`src/rtl/usb_tx_ctrl.sv`:
```
// USB full-speed transmit packet sequencer: SYNC, PID, payload, CRC16, bit stuffing
// and EOP, emitting one raw bit per CLKS_PER_BIT clocks toward the NRZI stage.
module usb_tx_ctrl #(
    parameter int CLKS_PER_BIT = 8
) (
    input  logic       clk,
    input  logic       n_rst,
    input  logic       tx_start,
    input  logic [3:0] tx_pid,
    input  logic [6:0] tx_size,
    input  logic [7:0] buf_data,
    output logic       buf_get,
    output logic       serial_out,
    output logic       enable_pts,
    output logic       send_EOP,
    output logic       tx_busy,
    output logic       tx_done
);

    // Handshakes: tx_start is a single-cycle request taken only in IDLE (no queueing);
    // buf_get is a single-cycle pop and buf_data is captured on the edge ending that cycle.
    localparam int CW = $clog2(CLKS_PER_BIT);
    localparam logic [CW-1:0] LAST_CNT = CW'(CLKS_PER_BIT - 1);
    localparam logic [7:0] SYNC_BYTE = 8'h80;

    typedef enum logic [3:0] {
        S_IDLE, S_SYNC, S_PID, S_DATA, S_CRC, S_EOP1, S_EOP2, S_EOPJ, S_DONE
    } state_t;

    state_t        state_q, state_d, adv_state;
    logic [CW-1:0] bit_cnt_q, bit_cnt_d;
    logic [3:0]    idx_q, idx_d, adv_idx;
    logic [2:0]    ones_q, ones_d;
    logic [15:0]   crc_q, crc_d;
    logic [3:0]    pid_q, pid_d;
    logic [6:0]    size_q, size_d;
    logic [6:0]    byte_cnt_q, byte_cnt_d;
    logic [7:0]    shift_q, shift_d;
    logic          pending_q, pending_d;
    logic          stuff_q, stuff_d;
    logic          serial_q, serial_d;
    logic          eop_q, eop_d;
    logic          pts_q, pts_d;
    logic          get_q, get_d;
    logic          adv_bit;

    logic       in_pkt;
    logic       boundary;
    logic       is_data;
    logic       pop_due;
    logic [7:0] pid_byte;

    function automatic logic [15:0] crc_step(input logic [15:0] c, input logic d);
        return {c[14:0], 1'b0} ^ ((c[15] ^ d) ? 16'h8005 : 16'h0000);
    endfunction

    assign in_pkt   = (state_q != S_IDLE) && (state_q != S_DONE);
    assign boundary = in_pkt && (bit_cnt_q == LAST_CNT);
    assign is_data  = (pid_q == 4'b0011) || (pid_q == 4'b1011);
    assign pid_byte = {~pid_q, pid_q};

    // Pop the next byte just after the last bit of the preceding byte starts;
    // stuffed periods repeat state/idx, so they are excluded.
    assign pop_due = pts_q && !stuff_q && (idx_q == 4'd7) &&
                     (((state_q == S_PID) && is_data && (size_q != 7'd0)) ||
                      ((state_q == S_DATA) && (byte_cnt_q < size_q)));

    always_comb begin
        state_d    = state_q;
        bit_cnt_d  = bit_cnt_q;
        idx_d      = idx_q;
        ones_d     = ones_q;
        crc_d      = crc_q;
        pid_d      = pid_q;
        size_d     = size_q;
        byte_cnt_d = byte_cnt_q;
        shift_d    = shift_q;
        pending_d  = pending_q;
        stuff_d    = stuff_q;
        serial_d   = serial_q;
        eop_d      = eop_q;
        pts_d      = 1'b0;
        get_d      = pop_due;
        adv_state  = state_q;
        adv_idx    = idx_q;
        adv_bit    = 1'b1;

        if (in_pkt) begin
            bit_cnt_d = boundary ? '0 : bit_cnt_q + CW'(1);
        end

        if (get_q) begin
            shift_d    = buf_data;
            byte_cnt_d = byte_cnt_q + 7'd1;
            pending_d  = 1'b1;
        end

        // Next data bit in sequence, from the field/index of the last data bit sent
        case (state_q)
            S_SYNC: begin
                if (idx_q == 4'd7) begin
                    adv_state = S_PID;
                    adv_idx   = 4'd0;
                    adv_bit   = pid_byte[0];
                end else begin
                    adv_idx = idx_q + 4'd1;
                    adv_bit = SYNC_BYTE[idx_q[2:0] + 3'd1];
                end
            end
            S_PID: begin
                if (idx_q == 4'd7) begin
                    adv_idx = 4'd0;
                    if (is_data && (size_q != 7'd0)) begin
                        adv_state = S_DATA;
                        adv_bit   = shift_q[0];
                    end else if (is_data) begin
                        adv_state = S_CRC;
                        adv_bit   = ~crc_q[15];
                    end else begin
                        adv_state = S_EOP1;
                    end
                end else begin
                    adv_idx = idx_q + 4'd1;
                    adv_bit = pid_byte[idx_q[2:0] + 3'd1];
                end
            end
            S_DATA: begin
                if (idx_q == 4'd7) begin
                    adv_idx = 4'd0;
                    if (pending_q) begin
                        adv_state = S_DATA;
                        adv_bit   = shift_q[0];
                    end else begin
                        adv_state = S_CRC;
                        adv_bit   = ~crc_q[15];
                    end
                end else begin
                    adv_idx = idx_q + 4'd1;
                    adv_bit = shift_q[idx_q[2:0] + 3'd1];
                end
            end
            S_CRC: begin
                if (idx_q == 4'd15) begin
                    adv_state = S_EOP1;
                    adv_idx   = 4'd0;
                end else begin
                    adv_idx = idx_q + 4'd1;
                    adv_bit = ~crc_q[4'd14 - idx_q];
                end
            end
            default: ;
        endcase

        case (state_q)
            S_IDLE: begin
                if (tx_start) begin
                    state_d    = S_SYNC;
                    bit_cnt_d  = '0;
                    idx_d      = 4'd0;
                    ones_d     = 3'd0;
                    crc_d      = 16'hFFFF;
                    pid_d      = tx_pid;
                    size_d     = tx_size;
                    byte_cnt_d = 7'd0;
                    pending_d  = 1'b0;
                    stuff_d    = 1'b0;
                    serial_d   = SYNC_BYTE[0];
                    eop_d      = 1'b0;
                    pts_d      = 1'b1;
                end
            end
            S_SYNC, S_PID, S_DATA, S_CRC: begin
                if (boundary) begin
                    pts_d = 1'b1;
                    if (ones_q == 3'd6) begin
                        stuff_d  = 1'b1;
                        serial_d = 1'b0;
                        ones_d   = 3'd0;
                    end else begin
                        stuff_d = 1'b0;
                        state_d = adv_state;
                        idx_d   = adv_idx;
                        if (adv_state == S_EOP1) begin
                            serial_d = 1'b1;
                            eop_d    = 1'b1;
                            ones_d   = 3'd0;
                        end else begin
                            serial_d = adv_bit;
                            ones_d   = adv_bit ? ones_q + 3'd1 : 3'd0;
                        end
                        if (adv_state == S_DATA) begin
                            crc_d = crc_step(crc_q, adv_bit);
                            if (adv_idx == 4'd0) begin
                                pending_d = 1'b0;
                            end
                        end
                    end
                end
            end
            S_EOP1: begin
                if (boundary) begin
                    state_d  = S_EOP2;
                    pts_d    = 1'b1;
                    serial_d = 1'b1;
                    eop_d    = 1'b1;
                end
            end
            S_EOP2: begin
                if (boundary) begin
                    state_d  = S_EOPJ;
                    pts_d    = 1'b1;
                    serial_d = 1'b1;
                    eop_d    = 1'b0;
                end
            end
            S_EOPJ: begin
                if (boundary) begin
                    state_d = S_DONE;
                end
            end
            S_DONE: state_d = S_IDLE;
            default: state_d = S_IDLE;
        endcase
    end

    always_ff @(posedge clk or negedge n_rst) begin
        if (!n_rst) begin
            state_q    <= S_IDLE;
            bit_cnt_q  <= '0;
            idx_q      <= 4'd0;
            ones_q     <= 3'd0;
            crc_q      <= 16'hFFFF;
            pid_q      <= 4'd0;
            size_q     <= 7'd0;
            byte_cnt_q <= 7'd0;
            shift_q    <= 8'd0;
            pending_q  <= 1'b0;
            stuff_q    <= 1'b0;
            serial_q   <= 1'b1;
            eop_q      <= 1'b0;
            pts_q      <= 1'b0;
            get_q      <= 1'b0;
        end else begin
            state_q    <= state_d;
            bit_cnt_q  <= bit_cnt_d;
            idx_q      <= idx_d;
            ones_q     <= ones_d;
            crc_q      <= crc_d;
            pid_q      <= pid_d;
            size_q     <= size_d;
            byte_cnt_q <= byte_cnt_d;
            shift_q    <= shift_d;
            pending_q  <= pending_d;
            stuff_q    <= stuff_d;
            serial_q   <= serial_d;
            eop_q      <= eop_d;
            pts_q      <= pts_d;
            get_q      <= get_d;
        end
    end

    assign serial_out = serial_q;
    assign send_EOP   = eop_q;
    assign enable_pts = pts_q;
    assign buf_get    = get_q;
    assign tx_busy    = in_pkt;
    assign tx_done    = (state_q == S_DONE);

endmodule
```
`config.mk`:
```
export PLATFORM = sky130hd
export DESIGN_NAME = usb_tx_ctrl
export DESIGN_NICKNAME = d
export VERILOG_FILES = /design/src/rtl/usb_tx_ctrl.sv
export SDC_FILE = /design/constraint.sdc
export NUM_CORES = 1
export LEC_CHECK = 0
export ABC_AREA = 1
export CORE_ASPECT_RATIO = 0.8
export CORE_MARGIN = 5
export CORE_UTILIZATION = 50
export DETAILED_ROUTE_END_ITERATION = 7
export PLACE_DENSITY = 0.71
export SLEW_MARGIN = 20
export SYNTH_ARGS = -nofsm -noshare
export SYNTH_HDL_FRONTEND = slang
export SYNTH_SLANG_ARGS = --single-unit
export TNS_END_PERCENT = 20
```
`constraint.sdc`:
```
create_clock -name clk -period 3.55 [get_ports clk]
set_input_delay 0.8875 -clock clk [delete_from_list [all_inputs] [get_ports clk]]
set_output_delay 0.8875 -clock clk [all_outputs]
set_load 0.05 [all_outputs]
```
==> run_results.csv <==
group,metric,value,unit
status,status,"finished, final reports clean",
global_route,gr-usage-all-layers,19.3,%
die,start_util,50.7,%
place,dp_slack,0.562,ns
critical_path,worstReg2RegStart,"idx_q[0]",
yosys,ys_seq_area_share,42.4,%
power,intPower,1.97,mW
sta,period_minus_slack,3.26,ns
power,p_sw,1.82,mW
global_route,grt_pass1_wl,14.2,mm
routing,drt_wl_total,7.97,mm
power,ir_drop,0.435,mV
flow_run,cap_violations,0,
place,placed_cell_area,4060,sq um
place,portBuffers,27,
clock_network,clockBufferDepth,2,
clock_network,clk_pin_slew,0.07,ns
yosys,netlist_instances,471,
sta,setup_viol,0,
sta,clock-skew-final,0.0105,ns
sta,slew_violations,0,
routing,first_iter_violations,163,
final_layout,area_growth,14.2,%
global_route,grt_pass1_vias,2988,
final_layout,nets,537,
clock_network,cts_setup_buffers,0,
power,switching_share,48.0,%
sta,finalCritPeriodShare,91.8,%
routing,drc,0,
global_route,antenna_found_initial,0,
final_layout,stdcell_count,597,
critical_path,startpoint,"state_q[0]",
die,dieHeight,87.1,um
yosys,netlist_area,3710,sq um
die,ios,28,
critical_path,crit_fanout,6,
worst_hold_path,hp-class,"flip-flop to flip-flop",
power,combPwrFrac,53.1,%
die,rows,28,
sta,fmax,307,MHz
sta,fin_ws,0.290,ns
yosys,yosysWarnings,0,
yosys,syn-num-nets,506,
clock_network,cts_root_buf,"clkbuf_8",
routing,routedWlPerCell,13.4,um
sta,relSlewSlack,47.8,%
final_layout,diodes,0,
sta,tightest_slew,0.783,ns
clock_network,clkSinkCount,62,
power,p_leak,2.12,nW
place,placed_cells,581,
power,seqPwrFrac,32.0,%
global_route,grt_max_degree,63,
sta,rsz0062_at_grt,"false",
place,place_hpwl,5.83,mm
clock_network,tritoncts,"done",
clock_network,hold_buffers,0,
power,power.density,893,nW/um^2
sta,finalHoldViolations,0,
critical_path,cp-start-kind,"flip-flop",
yosys,ys_seq_elements,62,
die,die_area,9260,sq um
critical_path,endpoint_kind,"output port",
routing,via_per_inst,5.13,
place,gp_congestion,0.918,
clock_network,insertion_delay,0.34,ns
die,die_w,106,um
clock_network,postCtsResizedCells,0,
final_layout,final_layout_size_suffix_gt1_share,16.6,%
critical_path,crit_type,"flip-flop to output port",
global_route,overflow,0,
critical_path,worstPathArrival,2.37,ns
clock_network,numCtsBuffers,9,
yosys,avgSynthCellArea,7.88,sq um
routing,num_vias,3064,
routing,first_pass_iters,4,
routing,ant_nets,0,
critical_path,worstPathRequired,2.66,ns
sta,tns,0,ns
yosys,synth_cell_type_count,37,
clock_network,htreeDepth,3,
die,core,7320,sq um
final_layout,stdcell_area,4240,sq um
power,clockPowerShare,14.9,%
worst_hold_path,hold_start,"pid_q[3]",
==> layout by cell type (no fill, tap or decap), drive strengths merged, types with 4 or more instances in the layout <==
master / n
a22oi: 4
ha: 13
dfstp: 17
a21oi: 20
nand2: 119
clkdlybuf4s50: 26
nor2: 54
mux2: 7
dfrtp: 45
o21ai: 33
clkbuf: 12
o211ai: 4
buf: 5
nand3: 52
nor3: 9
xor2: 5
inv: 65
==> registers in the layout, indices dropped and copies added, names as in the netlist, 3 cells and up <==
signal,count
shift_q,8
ones_q,3
size_q,7
crc_q,16
state_q,4
byte_cnt_q,7
pid_q,4
idx_q,4
bit_cnt_q,3
==> synth_stat cells, drive strengths merged <==
library cell	count	area, sq um
dfstp	17	447
o21a	2	15.0
mux2	7	78.8
a21oi	20	108
inv	65	246
nand3	52	265
nand4	3	18.8
nor4	1	6.26
dfrtp	45	1130
nand3b	1	7.51
o21ai	33	203
buf	4	32.5
or2	1	6.26
clkbuf	7	26.3
a31oi	1	6.26
nor3	9	45.0
o211ai	4	30.0
nand2	119	477
ha	13	163
nor2	54	292
xor2	5	43.8
a22oi	4	45.1
o22ai	3	18.8
o21bai	1	7.51
==> metrics by stage <==
step	total power [mW]	hold WS, ns	utilization, %
after floorplan	2.77	0.442	-
after global placement	3.18	0.463	55.5
after detailed placement	3.22	0.468	55.5
after CTS	3.81	0.484	57.9
after global routing	4.14	0.499	57.9
final	3.79	0.481	57.9
==> area by class of cell <==
class	instances	area [sq um]
Tap cell	90	113
Inverter	65	246
Fill cell	677	3080
Clock buffer	12	155
Multi-Input combinational cell	333	1840
Sequential cell	62	1570
Timing Repair Buffer	31	295
Clock inverter	4	22.5
==> critical path: stages, from the launching register on <==
cell and delay, ns:
dfrtp_1 0.44, nor2_2 0.18, inv_2 0.08, nor2_1 0.28
inv_1 0.14, nor2_1 0.11, clkdlybuf4s50_1 0.80
==> power groups by stage <==
stage | Clock (mW) | Combinational [mW] | Sequential, mW
final | 0.564 | 2.01 | 1.21
after global routing | 0.619 | 2.27 | 1.25
after CTS | 0.586 | 2.01 | 1.21
after detailed placement | 0 | 2.00 | 1.22
after global placement | 0 | 1.96 | 1.22
after floorplan | 0 | 1.56 | 1.20
==> worst paths after layout <==
check | endpoint | cells past startpoint | slack (ns)
setup / recovery | tx_done | 6 | 0.29
hold / removal | pid_q[3] | 2 | 0.48
setup reg to reg | crc_q[13] | 13 | 0.74
hold reg to reg | pid_q[3] | 2 | 0.48
max in group asynchronous | pid_q[0] | 2 | 2.33
min in group asynchronous | size_q[2] | 2 | 0.71
==> logic make-up (layout without fill, tap and decap cells) <==
logic type | count (synthesis) | count (layout) | synth area share [%]
and+or+nand+nor | 240 | 240 | 30.1
buffers and inverters | 76 | 112 | 8.22
muxes | 7 | 7 | 2.12
adders and majority gates | 13 | 13 | 4.38
AOI/OAI and AO/OA | 68 | 68 | 11.7
xor gates and xnor gates | 5 | 5 | 1.18
DFF | 62 | 62 | 42.4
==> per-layer routing <==
| layer | track usage (%) | part of all wire (%) | up-vias |
|---|---|---|---|
| li1 | - | - | 1585 |
| met1 | 27.4 | 51 | 1406 |
| met2 | 29.0 | 43 | 66 |
| met5 | 0 | 0 | - |
| met4 | 7.65 | 1.2 | 0 |
| met3 | 4.08 | 5.0 | 7 |
(Power assumes the default switching activity.)
